$ cat src/rtl/keypad_debounce.sv
`default_nettype none
// ============================================================================
//  Module      : keypad_debounce
//  Description : Two-flop synchronizer, per-press debounce FSM and chord
//                rejection for the raw push-button array. Emits a binary key
//                index with a one-cycle key_valid strobe on clk.
//  Revision    : 1.0 - initial release
// ============================================================================
module keypad_debounce #(
    parameter int NKEYS    = 20,
    parameter int KW       = 5,
    parameter int DEBOUNCE = 4
) (
    input  logic             clk,
    input  logic             rst,
    input  logic [NKEYS-1:0] keyin,
    output logic [KW-1:0]    keycode,
    output logic             key_valid,
    output logic             key_held,
    output logic             multi_err
);

    localparam int            c_CW      = (DEBOUNCE > 1) ? $clog2(DEBOUNCE) : 1;
    localparam logic [c_CW-1:0] c_CNT_MAX = c_CW'(DEBOUNCE - 1);

    localparam logic [1:0] c_S_IDLE       = 2'd0;
    localparam logic [1:0] c_S_DB_PRESS   = 2'd1;
    localparam logic [1:0] c_S_PRESSED    = 2'd2;
    localparam logic [1:0] c_S_DB_RELEASE = 2'd3;

    logic [NKEYS-1:0] sync1_q, sync2_q;
    logic [NKEYS-1:0] snap_q, snap_d;
    logic [c_CW-1:0]  cnt_q, cnt_d;
    logic [1:0]       state_q, state_d;
    logic [KW-1:0]    keycode_q, keycode_d;
    logic             valid_q, valid_d;
    logic             held_q, held_d;
    logic             merr_q, merr_d;

    logic             w_s2_zero;
    logic             w_same;
    logic             w_onehot;
    logic [KW-1:0]    w_index;
    logic             w_accept;
    logic             w_release;

    assign w_s2_zero = (sync2_q == '0);
    assign w_same    = (sync2_q == snap_q);

    // Snapshot is one-hot when exactly one bit is set: clearing its lowest set bit leaves zero
    assign w_onehot  = (snap_q != '0) && ((snap_q & (snap_q - NKEYS'(1))) == '0);

    // OR-encoder over the snapshot; only meaningful when the snapshot is one-hot
    always_comb begin
        w_index = '0;
        for (int i = 0; i < NKEYS; i++) begin
            if (snap_q[i]) begin
                w_index = w_index | KW'(i);
            end
        end
    end

    // Debounce windows complete when the counter has reached its terminal value
    assign w_accept  = (state_q == c_S_DB_PRESS) && !w_s2_zero && w_same && (cnt_q == c_CNT_MAX);
    assign w_release = (state_q == c_S_DB_RELEASE) && w_s2_zero && (cnt_q == c_CNT_MAX);

    // Two-stage synchronizer for the asynchronous button levels
    always_ff @(posedge clk or posedge rst) begin
        if (rst) begin
            sync1_q <= '0;
            sync2_q <= '0;
        end else begin
            sync1_q <= keyin;
            sync2_q <= sync1_q;
        end
    end

    // State, debounce datapath and output registers
    always_ff @(posedge clk or posedge rst) begin
        if (rst) begin
            state_q   <= c_S_IDLE;
            snap_q    <= '0;
            cnt_q     <= '0;
            keycode_q <= '0;
            valid_q   <= 1'b0;
            held_q    <= 1'b0;
            merr_q    <= 1'b0;
        end else begin
            state_q   <= state_d;
            snap_q    <= snap_d;
            cnt_q     <= cnt_d;
            keycode_q <= keycode_d;
            valid_q   <= valid_d;
            held_q    <= held_d;
            merr_q    <= merr_d;
        end
    end

    // Next-state logic: press/release debounce windows with restart on change
    always_comb begin
        state_d = state_q;
        snap_d  = snap_q;
        cnt_d   = cnt_q;
        case (state_q)
            c_S_IDLE: begin
                if (!w_s2_zero) begin
                    snap_d  = sync2_q;
                    cnt_d   = '0;
                    state_d = c_S_DB_PRESS;
                end
            end
            c_S_DB_PRESS: begin
                if (w_s2_zero) begin
                    state_d = c_S_IDLE;
                end else if (!w_same) begin
                    snap_d = sync2_q;
                    cnt_d  = '0;
                end else if (cnt_q != c_CNT_MAX) begin
                    cnt_d = cnt_q + c_CW'(1);
                end else begin
                    state_d = c_S_PRESSED;
                end
            end
            c_S_PRESSED: begin
                // Extra keys or key swaps while pressed are deliberately ignored
                if (w_s2_zero) begin
                    cnt_d   = '0;
                    state_d = c_S_DB_RELEASE;
                end
            end
            c_S_DB_RELEASE: begin
                if (!w_s2_zero) begin
                    cnt_d   = '0;
                    state_d = c_S_PRESSED;
                end else if (cnt_q != c_CNT_MAX) begin
                    cnt_d = cnt_q + c_CW'(1);
                end else begin
                    state_d = c_S_IDLE;
                end
            end
            default: begin
                state_d = c_S_IDLE;
            end
        endcase
    end

    // Output next-values: single-cycle strobes, sticky keycode and held flag
    always_comb begin
        keycode_d = keycode_q;
        valid_d   = 1'b0;
        merr_d    = 1'b0;
        held_d    = held_q;
        if (w_accept) begin
            if (w_onehot) begin
                keycode_d = w_index;
                valid_d   = 1'b1;
                held_d    = 1'b1;
            end else begin
                merr_d    = 1'b1;
            end
        end
        if (w_release) begin
            held_d = 1'b0;
        end
    end

    assign keycode   = keycode_q;
    assign key_valid = valid_q;
    assign key_held  = held_q;
    assign multi_err = merr_q;

endmodule
`default_nettype wire

$ cat config.mk
export PLATFORM = sky130hd
export DESIGN_NAME = keypad_debounce
export DESIGN_NICKNAME = d
export VERILOG_FILES = /design/src/rtl/keypad_debounce.sv
export SDC_FILE = /design/constraint.sdc
export NUM_CORES = 1
export LEC_CHECK = 0
export ABC_AREA = 0
export CORE_UTILIZATION = 55
export DETAILED_ROUTE_END_ITERATION = 10
export GPL_TIMING_DRIVEN = 1
export HOLD_SLACK_MARGIN = 0.15
export PLACE_DENSITY = 0.78
export SETUP_SLACK_MARGIN = 0.3
export SLEW_MARGIN = 15
export SYNTH_ARGS = -nofsm -noshare
export SYNTH_HDL_FRONTEND = slang
export SYNTH_SLANG_ARGS = --single-unit
$ cat constraint.sdc
create_clock -name clk -period 7.5 [get_ports clk]
set_input_delay 1.125 -clock clk [delete_from_list [all_inputs] [get_ports clk]]
set_output_delay 1.125 -clock clk [all_outputs]
set_load 0.01 [all_outputs]
# Word-level counts from Yosys, hierarchy flattened
# Cells that the tools add are included.
# classes
n_addsub,2
n_eq_ne,13
mux,45
bitwise_logic,1
reduce_logical,19
# ops
operator,n
$mux W20,3
$logic_not A20 Y1,2
$pmux W20 S2,1
$mux W4,8
$mux W2,15
$and A20 B20 Y20,1
$eq A20 B20 Y1,1
$mux W5,4
$reduce_bool A20 Y1,1
$sub A20 B1 Y20 const B,1
$pmux W2 S4,2
$mux W3,4
$ne A2 B2 Y1 const B,5
$ne A3 B3 Y1 const B,3
$mux W1,8
$eq A2 B2 Y1 const B,3
$logic_and A1 B1 Y1,6
$reduce_bool A2 Y1,3
$reduce_and A5 Y1,1
$reduce_and A2 Y1,2
$reduce_and A4 Y1,1
$reduce_and A3 Y1,1
$add A2 B1 Y2 const B,1
$eq A2 B1 Y1 const B,1
other kinds (2),2
# word_totals
regBits,72
input_bits,22
output_inout_bits,8
wordCells,89

# Logic depth before layout (Yosys ltp)
# Gate-level depths: netlist (run 1).
# logic_depth
ltp_word,19
mapped_depth,8
ltp_nobuf,6

# Worst setup path after synthesis (run 1)
# Ideal clock, no wire load.
# synth_path
path_type,reg-to-reg
from,register snap_q[6]
to,register keycode_q[0] (netlist: keycode[0])
setup_time_ns,0.125
arrival_time_ns,2.492
required_ns,7.375
path_slack_ns,4.883
stages_incl_launch_ff,9
path_buffers,2
synth_period_minus_slack_ns,2.617
cell_sequence,dfrtp_1 > buf_6 > nor4_4 > nand4_1 > a222oi_1 > nand4_1 > or4_1 > buf_6 > mux2_4
# synth_via
elab_chain_cells,5
elab_cells_between_ends,9
classes_between,add/sub: 1; eq/ne: 1; bitwise: 1; reduce/logical: 6
# synth_rtl
element,line_no,rtl
from (decl),32,"logic [NKEYS-1:0] snap_q, snap_d;"
from (signal assigned),90,snap_q <= snap_d;
$sub A20 B1 Y20,51,assign w_onehot = (snap_q != '0) && ((snap_q & (snap_q - NKEYS'(1))) == '0);
$and A20 B20 Y20,51,
$logic_not A20 Y1,51,
$logic_and A1 B1 Y1,51,
$reduce_and A2 Y1 (no source line) *,n/a,
to (signal assigned),92,keycode_q <= keycode_d;
to (decl),35,"logic [KW-1:0] keycode_q, keycode_d;"
# Every way passes the cells marked *; elsewhere a longest branch is shown, timed or not.
# A chain may end at the register's enable or synchronous reset.

# Worst setup path after layout (run 1)
# layout_path
from,register snap_q[0]
to,register keycode_q[3] (netlist: keycode[3])
# The elaborated chain is that of the path after synthesis.

==> results of run 1 <==
[cell usage after synthesis]
library cell	number
a21oi_1	4
or2_2	1
buf_6	4
nand2b_1	1
nor4_4	2
nor3_1	8
nand4_1	7
a222oi_1	1
a2bb2oi_1	1
or4_1	2
nand3_1	7
o211ai_1	1
mux2_2	20
xor2_1	8
a32oi_1	1
a211oi_1	1
a22oi_1	1
xnor2_1	12
a41oi_1	1
o21a_1	1
nand3b_1	2
nand2_1	9
mux2_4	5
a2111oi_0	1
o32ai_1	2
buf_2	2
a32o_1	1
nor2_1	13
nor4_1	14
o22ai_1	1
and3_1	1
or3_1	2
a31oi_1	1
clkbuf_1	9
dfrtp_1	72
o21ai_0	3
mux2i_1	1
o31ai_1	2
inv_1	6
[registers in the layout, indices dropped and copies added (netlist names), named ones only]
| signal | flops |
|---|---|
| sync2_q | 20 |
| snap_q | 20 |
| key_valid | 1 |
| keycode | 5 |
| sync1_q | 20 |
| cnt_q | 2 |
| state_q | 1 |
| key_held | 1 |
| multi_err | 1 |
[worst max-delay path, delay by kind of cell, from the launching register on]
| kind | cells | cell delay (ps) |
|---|---|---|
| DFF | 1 | 460 |
| AOI/OAI and AO/OA | 1 | 390 |
| muxes | 1 | 350 |
| and+or+nand+nor | 4 | 1640 |
[final cells by class]
cell class | count | area, sq um | area share [%]
Tap cell | 70 | 87.6 | 2.55
Timing Repair Buffer | 30 | 298 | 8.68
Clock inverter | 3 | 43.8 | 1.28
Inverter | 6 | 22.5 | 0.656
Sequential cell | 72 | 1800 | 52.5
Multi-Input combinational cell | 138 | 1040 | 30.4
Clock buffer | 12 | 135 | 3.94
[metrics by stage]
stage / power, uW / hold WS [ps] / instance area [sq um]
floorplan: 454 / 331 / 2960
finish: 747 / 343 / 3430
detailed placement: 473 / 335 / 3250
global route: 777 / 359 / 3430
global placement: 471 / 332 / 3250
CTS: 754 / 348 / 3430
[metal layers]
metal  up-vias  global-route usage, %  wire length, um
met5         -                      0                0
met1       921                   26.0             2200
met3        17                   7.01              283
li1        879                      -                -
met2        70                   32.7             2450
met4         0                   11.5              177
[cell families after synthesis]
kind of cell	count (synthesis)	share of synthesized area [%]
multiplexers	26	10.5
AO/OA/AOI/OAI	23	5.59
buffers and inverters	21	3.77
XOR/XNOR	20	5.92
flip-flops	72	60.9
AND/OR/NAND/NOR	69	13.3
[where the power goes]
part / leakage, uW / switching [uW] / internal [uW]
clock network: 0.0000904 / 129 / 152
logic: 0.000434 / 17.5 / 23.6
registers: 0.000862 / 19.7 / 405
[worst min path at each step]
stage	slack [ps]	start	to
floorplan	330	sync1_q[0]	sync2_q[0]
global placement	330	sync1_q[4]	sync2_q[4]
detailed placement	330	sync1_q[10]	sync2_q[10]
CTS	350	sync1_q[10]	sync2_q[10]
global route	360	sync1_q[7]	sync2_q[7]
finish	340	sync1_q[10]	sync2_q[10]
==> impl_metrics.tcl, run 1 <==
set metrics [dict create \
    die_w_um 75.3 \
    yosysWarnings 0 \
    whs_path_depth 0 \
    grt_pass1_wl_um 8470 \
    fin_ws_ps 4550 \
    dp.cells 316 \
    gp_congestion 0.868 \
    grt_max_degree 73 \
    critPathLaunchType "flip-flop" \
    r2r_slack_ps 4550 \
    cp_slowest_cell "or4_1" \
    row_count 26 \
    cpMostUsedCell "nand4_1" \
    h-tree-depth 3 \
    wl_per_cell_um 15.4 \
    route.detailed.drc 0 \
    nFillCells 396 \
    rsz0062_at_grt "no" \
    synth_top_area_share_pct 60.9 \
    area_delta_synth_final_pct 16.1 \
    endpoint "keycode[3]" \
    rr_worst_depth 6 \
    drtIter0Drc 160 \
    syn_area_sq_um 2960 \
    final_util_pct 66.8 \
    final_cell_mix "72 x dfrtp_1, 29 x clkdlybuf4s50_1, 20 x mux2_2" \
    reg2reg_from "snap_q[0]" \
    hold_viol 0 \
    startpoint "snap_q[0]" \
    syn-num-nets 253 \
    die_area_sq_um 5670 \
    vias_per_cell 5.70 \
    ir_drop_v 0.000179 \
    worstPathCellList "nor4_4 -> nand4_1 -> a222oi_1 -> nand4_1 -> or4_1 -> mux2_4" \
    final_cells 331 \
    tightest_slew_ps 937 \
    yosysTopAreaCell "dfrtp_1" \
    critPathKind "flip-flop to flip-flop" \
    initial_core_util_pct 57.5 \
    ys_ff_latch 72 \
    seq_area_frac_synth_pct 60.9 \
    cts_tree "built" \
    final.setup.tns_ps 0 \
    hold_path_class "flip-flop to flip-flop" \
    postSynthCellCount 231 \
    skew_ps 10.1 \
    globalRouteOverflowTotal 0 \
    place_ws_ps 4590 \
    postRouteAntennaNets 0 \
    fmax_mhz 338 \
    num_vias 1887 \
    post-cts-setup-buffers 0 \
    firstDrtPassIters 4 \
    grt_pass1_vias 1815 \
    synth.top_cells.by_area "dfrtp_1 61%, mux2_2 7.6%, xnor2_1 3.6%, nor4_1 3.0%, mux2_4 2.5%" \
    worstPathArrival_ps 3180 \
    grt_antenna_before_repair 0 \
    relSlewSlack_pct 37.5 \
    n_antenna_cell 0 \
    clkSinkCount 72 \
    r2r-end "keycode[3]" \
    numCtsBuffers 9 \
    ioPinCount 30 \
    timing.final.crit_share_pct 39.4 \
    core_sq_um 5140 \
    setup_viol 0 \
    min_period_ps 2950 \
    powerDensity_nw_per_um2 218 \
    die_h_um 75.3 \
    final_common_cell "dfrtp_1" \
    p_leak_uw 0.00139 \
    critPathMaxStageDelay_ps 680 \
    end_kind "flip-flop" \
    maxCapViolCount 0 \
    grt_usage_pct 21.0 \
    clk_pin_slew_ps 70 \
    syn_avg_cell_area_sq_um 12.8 \
    synth.distinct_cells 39 \
    routed_wl_um 5110 \
    post_cts_resized 0 \
    drive_gt1_share_pct 16.1 \
    slew_violations 0 \
    crit_path_max_fanout 10 \
    hold_buffers 0 \
    portBuffers 29 \
    cts-root-buf "clkbuf_8" \
    clkLatencyLatePin_ps 350 \
    dp_hpwl_um 3550 \
    ctsLongestPathBuffers 2 \
    nets 279 \
    required_ps 7730 \
    status "complete, no violations" \
]
(Power assumes the default switching activity.)
==> inputs of run 2 (changes only) <==
clock period = 3 ns   (was 7.5 ns; I/O delays follow)
==> run 2 against run 1 <==
Compared with the run above:
- sequential cell count did not move
- clock skew barely moved
- cell area rose by 3.1%
- via count rose by 3.8%
- critical path type unchanged
- clock power rose by 140%
- critical endpoint is now keycode[1]
- global-route usage rose by 0.064 points
- combinational power rose to 2.8 times the previous value
- total power rose by 150%
- count of clock-buffer cells in the layout did not move
- critical path depth did not move
- final cell count rose by 3.3%
- sequential share of layout area fell by 1.6 points
==> impl_metrics.tcl, run 2 (synthesis gave the netlist of run 1 again) <==
set metrics [dict create \
    status "complete, no violations" \
    hp-start "sync1_q[17]" \
    numCtsBuffers 9 \
    powerDensity_nw_per_um2 526 \
    portBuffers 29 \
    path_depth 6 \
    rr_worst_depth 6 \
    dp.cells 322 \
    area_delta_synth_final_pct 19.7 \
    n_antenna_cell 0 \
    clkSinkCount 72 \
    drive_gt1_share_pct 21.7 \
    vias_per_cell 5.73 \
    worstPathCellList "nor4_4 -> nand4_1 -> a222oi_1 -> nand4_1 -> or4_4 -> mux2_4" \
    reg2reg_from "snap_q[6]" \
    slew_violations 0 \
    cp_slowest_cell "or4_4" \
    cts_tree "built" \
    routed_wl_um 5310 \
    row_count 26 \
    end_kind "flip-flop" \
    postRouteAntennaNets 0 \
    ctsLongestPathBuffers 2 \
    ioPinCount 30 \
    critPathLaunchType "flip-flop" \
    gp_congestion 0.879 \
    min_period_ps 2630 \
    required_ps 3220 \
    min_to "sync2_q[17]" \
    clk_pin_slew_ps 70 \
    clkLatencyLatePin_ps 340 \
    final_cells 342 \
    cpMostUsedCell "nand4_1" \
    relSlewSlack_pct 37.5 \
    wl_per_cell_um 15.5 \
    worstPathArrival_ps 2850 \
    crit_family "simple AND/OR/NAND/NOR gates" \
    nets 289 \
    dp_hpwl_um 3780 \
    globalRouteOverflowTotal 0 \
    drtIter0Drc 186 \
    ir_drop_v 0.000339 \
    firstDrtPassIters 4 \
    final.setup.tns_ps 0 \
    crit_path_max_fanout 6 \
    critPathMaxStageDelay_ps 590 \
    hold_buffers 0 \
    grt_max_degree 51 \
    multiInputGateArea_sq_um 1060 \
    critPathKind "flip-flop to flip-flop" \
    cts-root-buf "clkbuf_8" \
    fin_ws_ps 375 \
    die_w_um 75.3 \
    grt_usage_pct 21.1 \
    h-tree-depth 3 \
    nFillCells 407 \
    r2r-end "keycode[1]" \
    skew_ps 10.4 \
    core_sq_um 5140 \
    reg.largest.list "snap_q (20), sync1_q (20), sync2_q (20)" \
    hold_path_class "flip-flop to flip-flop" \
    tightest_slew_ps 937 \
    timing.final.crit_share_pct 87.5 \
    hold_viol 0 \
    die_h_um 75.3 \
    r2r_slack_ps 370 \
    fmax_mhz 381 \
    whs_path_depth 0 \
    maxCapViolCount 0 \
    worstPathBufferInverterCount 0 \
    final_cell_mix "71 x dfrtp_1, 29 x clkdlybuf4s50_1, 20 x mux2_2" \
    initial_core_util_pct 57.5 \
    route.detailed.drc 0 \
    rsz0062_at_grt "no" \
    place_ws_ps 226 \
    grt_antenna_before_repair 0 \
    regArea_sq_um 1800 \
    grt_pass1_vias 1803 \
    setup_viol 0 \
    grt_pass1_wl_um 8430 \
    die_area_sq_um 5670 \
    num_vias 1959 \
    final_common_cell "dfrtp_1" \
    p_leak_uw 0.00145 \
]
## run 2: changes by cell type in the layout (fill, tap and decap cells not counted), sizes merged
| cell | delta |
|---|---|
| buf | +10 |
| clkinv | +1 |
| inv | +1 |
| bufinv | -1 |
## run 2: how the worst max path moves through the flow
| stage | startpoint | endpoint | slack, ps |
|---|---|---|---|
| final | snap_q[6] | keycode[1] | 370 |
| after global routing | snap_q[8] | keycode[2] | 240 |
| after CTS | snap_q[0] | keycode[1] | 330 |
| after detailed placement | snap_q[1] | keycode[4] | 230 |
| after global placement | snap_q[0] | keycode[3] | 280 |
| after floorplan | snap_q[6] | keycode[0] | 380 |
## run 2: power by group
group          leakage (uW)  internal, uW  total (uW)  switching [uW]
Combinational      0.000493          65.7         115            49.0
Clock             0.0000967           347         688             341
Sequential         0.000861          1010        1060            46.9
Total               0.00145          1420        1860             437
## run 2: layer usage
layer | wire [um] | GRT usage, % | vias up | share of wire, %
li1 | - | - | 898 | -
met1 | 2260 | 27.5 | 973 | 43
met2 | 2600 | 32.2 | 65 | 49
met3 | 259 | 4.89 | 23 | 4.9
met4 | 187 | 12.8 | 0 | 3.5
met5 | 0 | 0 | - | 0
## run 2: final cells by class
cell class	count	share of cell area (%)
sequential	72	50.9
inverter	6	0.636
clock inverter	4	0.778
clock buffer	12	4.38
timing repair buffer	40	10.9
multi-input combinational	138	29.9
tap	70	2.47
## run 2: metrics by stage
stage | util, % | hold WS [ps] | power, uW | area [sq um]
2_1_floorplan | - | 331 | 1140 | 2960
3_3_place_gp | 64.4 | 333 | 1180 | 3310
3_5_place_dp | 64.4 | 335 | 1190 | 3310
4_1_cts | 68.0 | 351 | 1880 | 3500
5_1_grt | 68.9 | 355 | 1940 | 3540
6_report | 68.9 | 350 | 1860 | 3540
## run 2: timing repair
item                       CTS  global route
pin swaps                    0             4
setup buffers                0             4
setup endpoints to repair    5             6
resized for setup            1             3
==> inputs of run 3 (changes only) <==
CTS_CLUSTER_SIZE = 40   (was default)
SETUP_SLACK_MARGIN = default   (was 0.3)
==> run 3 against run 2 <==
Compared with the run above:
- final cell count fell by 1.2%
- largest cell class unchanged
- first-iteration DRC count rose by 8.1%
- utilization fell by 0.80 points
- non-clock buffer count fell by 4
- sequential cell count did not move
- largest power group unchanged
- sequential share of layout area rose by 0.57 points
- critical path depth did not move
- combinational power barely moved
- worst setup slack got worse by 180 ps
- cell area fell by 1.2%
==> impl_metrics.tcl, run 3 (synthesis gave the netlist of run 1 again) <==
set metrics [dict create \
    status "complete, no violations" \
    rsz0062_at_grt "no" \
    maxCapViolCount 0 \
    critPathMaxStageDelay_ps 670 \
    whs_path_depth 0 \
    crit_family "simple AND/OR/NAND/NOR gates" \
    area_delta_synth_final_pct 18.3 \
    num_vias 1922 \
    hold_buffers 0 \
    grt_antenna_before_repair 0 \
    wl_per_cell_um 15.4 \
    powerDensity_nw_per_um2 531 \
    row_count 26 \
    r2r-end "keycode[1]" \
    ctsLongestPathBuffers 2 \
    route.detailed.drc 0 \
    die_h_um 75.3 \
    vias_per_cell 5.69 \
    post-cts-setup-buffers 0 \
    reg.largest.list "snap_q (20), sync1_q (20), sync2_q (20)" \
    clkSinkCount 72 \
    hp-start "sync1_q[17]" \
    nets 285 \
    p_leak_uw 0.00143 \
    slew_violations 0 \
    tightest_slew_ps 932 \
    grt_pass1_wl_um 8420 \
    place_area_sq_um 3310 \
    dp.cells 322 \
    cts_tree "built" \
    final_cell_mix "72 x dfrtp_1, 29 x clkdlybuf4s50_1, 20 x mux2_2" \
    n_antenna_cell 0 \
    relSlewSlack_pct 37.9 \
    cp_slowest_cell "or4_1" \
    worstPathCellList "nor4_4 -> nand4_1 -> a222oi_1 -> nand4_1 -> or4_1 -> mux2_4" \
    globalRouteOverflowTotal 0 \
    min_period_ps 2800 \
    hold_viol 0 \
    multiInputGateArea_sq_um 1050 \
    critPathLaunchType "flip-flop" \
    routed_wl_um 5220 \
    die_area_sq_um 5670 \
    cpMostUsedCell "nand4_1" \
    worstPathArrival_ps 3020 \
    ioPinCount 30 \
    postRouteAntennaNets 0 \
    required_ps 3220 \
    skew_ps 11.4 \
    numCtsBuffers 9 \
    initial_core_util_pct 57.5 \
    critPathKind "flip-flop to flip-flop" \
    min_to "sync2_q[17]" \
    grt_pass1_vias 1794 \
    h-tree-depth 3 \
    reg2reg_from "snap_q[1]" \
    hold_path_class "flip-flop to flip-flop" \
    rr_worst_depth 6 \
    ir_drop_v 0.000339 \
    final_cells 338 \
    firstDrtPassIters 4 \
    crit_path_max_fanout 7 \
    final.setup.tns_ps 0 \
    cts-root-buf "clkbuf_8" \
    grt_max_degree 51 \
    worstPathBufferInverterCount 0 \
    fin_area_sq_um 3500 \
    setup_viol 0 \
    final_common_cell "dfrtp_1" \
    die_w_um 75.3 \
    clk_pin_slew_ps 70 \
    portBuffers 29 \
    timing.final.crit_share_pct 93.4 \
    grt_usage_pct 21.0 \
    regArea_sq_um 1800 \
    gp_congestion 0.879 \
    r2r_slack_ps 200 \
    clkLatencyLatePin_ps 340 \
    nFillCells 411 \
    drive_gt1_share_pct 19.4 \
    end_kind "flip-flop" \
    fmax_mhz 357 \
    core_sq_um 5140 \
    dp_hpwl_um 3780 \
    drtIter0Drc 201 \
]
## run 3: changes by cell type in the layout (fill, tap and decap cells not counted), sizes merged
cell  previous run  this run
buf             11         7
## run 3: layer usage
metal | wire length, um | up-vias | global-route usage [%]
met1 | 2180 | 942 | 27.7
met2 | 2570 | 70 | 31.8
li1 | - | 888 | -
met3 | 295 | 22 | 4.89
met5 | 0 | - | 0
met4 | 178 | 0 | 12.8
## run 3: what timing repair did
action / in CTS / in global routing
endpoints found under the hold margin: 0 / 0
endpoints found under the setup margin: 0 / 4
gates resized for setup: 0 / 1
## run 3: power breakdown
part	total, uW	switching [uW]	internal [uW]
combinational	113	48.3	64.3
sequential	1060	46.2	1010
clock	687	340	347
total	1860	435	1420
## run 3: worst max path at each step
stage / startpoint / to / slack (ps) / depth (start not counted)
4_1_cts: snap_q[0] / keycode[1] / 210 / 6
3_5_place_dp: snap_q[1] / keycode[4] / 230 / 6
6_report: snap_q[1] / keycode[1] / 200 / 6
3_3_place_gp: snap_q[0] / keycode[3] / 280 / 6
5_1_grt: snap_q[1] / keycode[2] / 2 / 6
2_1_floorplan: snap_q[6] / keycode[0] / 380 / 8
## run 3: stage by stage
stage	power (uW)	utilization [%]	hold slack [ps]	setup slack [ps]
after CTS	1880	68.0	351	209
after floorplan	1140	-	331	383
after global placement	1180	64.4	333	281
after detailed placement	1190	64.4	335	226
after global routing	1940	68.1	355	2.32
final	1860	68.1	350	199
## run 3: final cells by class
cell class              count  area share (%)
well taps                  70            2.50
clock inverters             4           0.787
clock buffers              12            4.43
multi-input cells         138            30.0
inverters                   6           0.644
repair buffers             36            10.2
flip-flops and latches     72            51.5
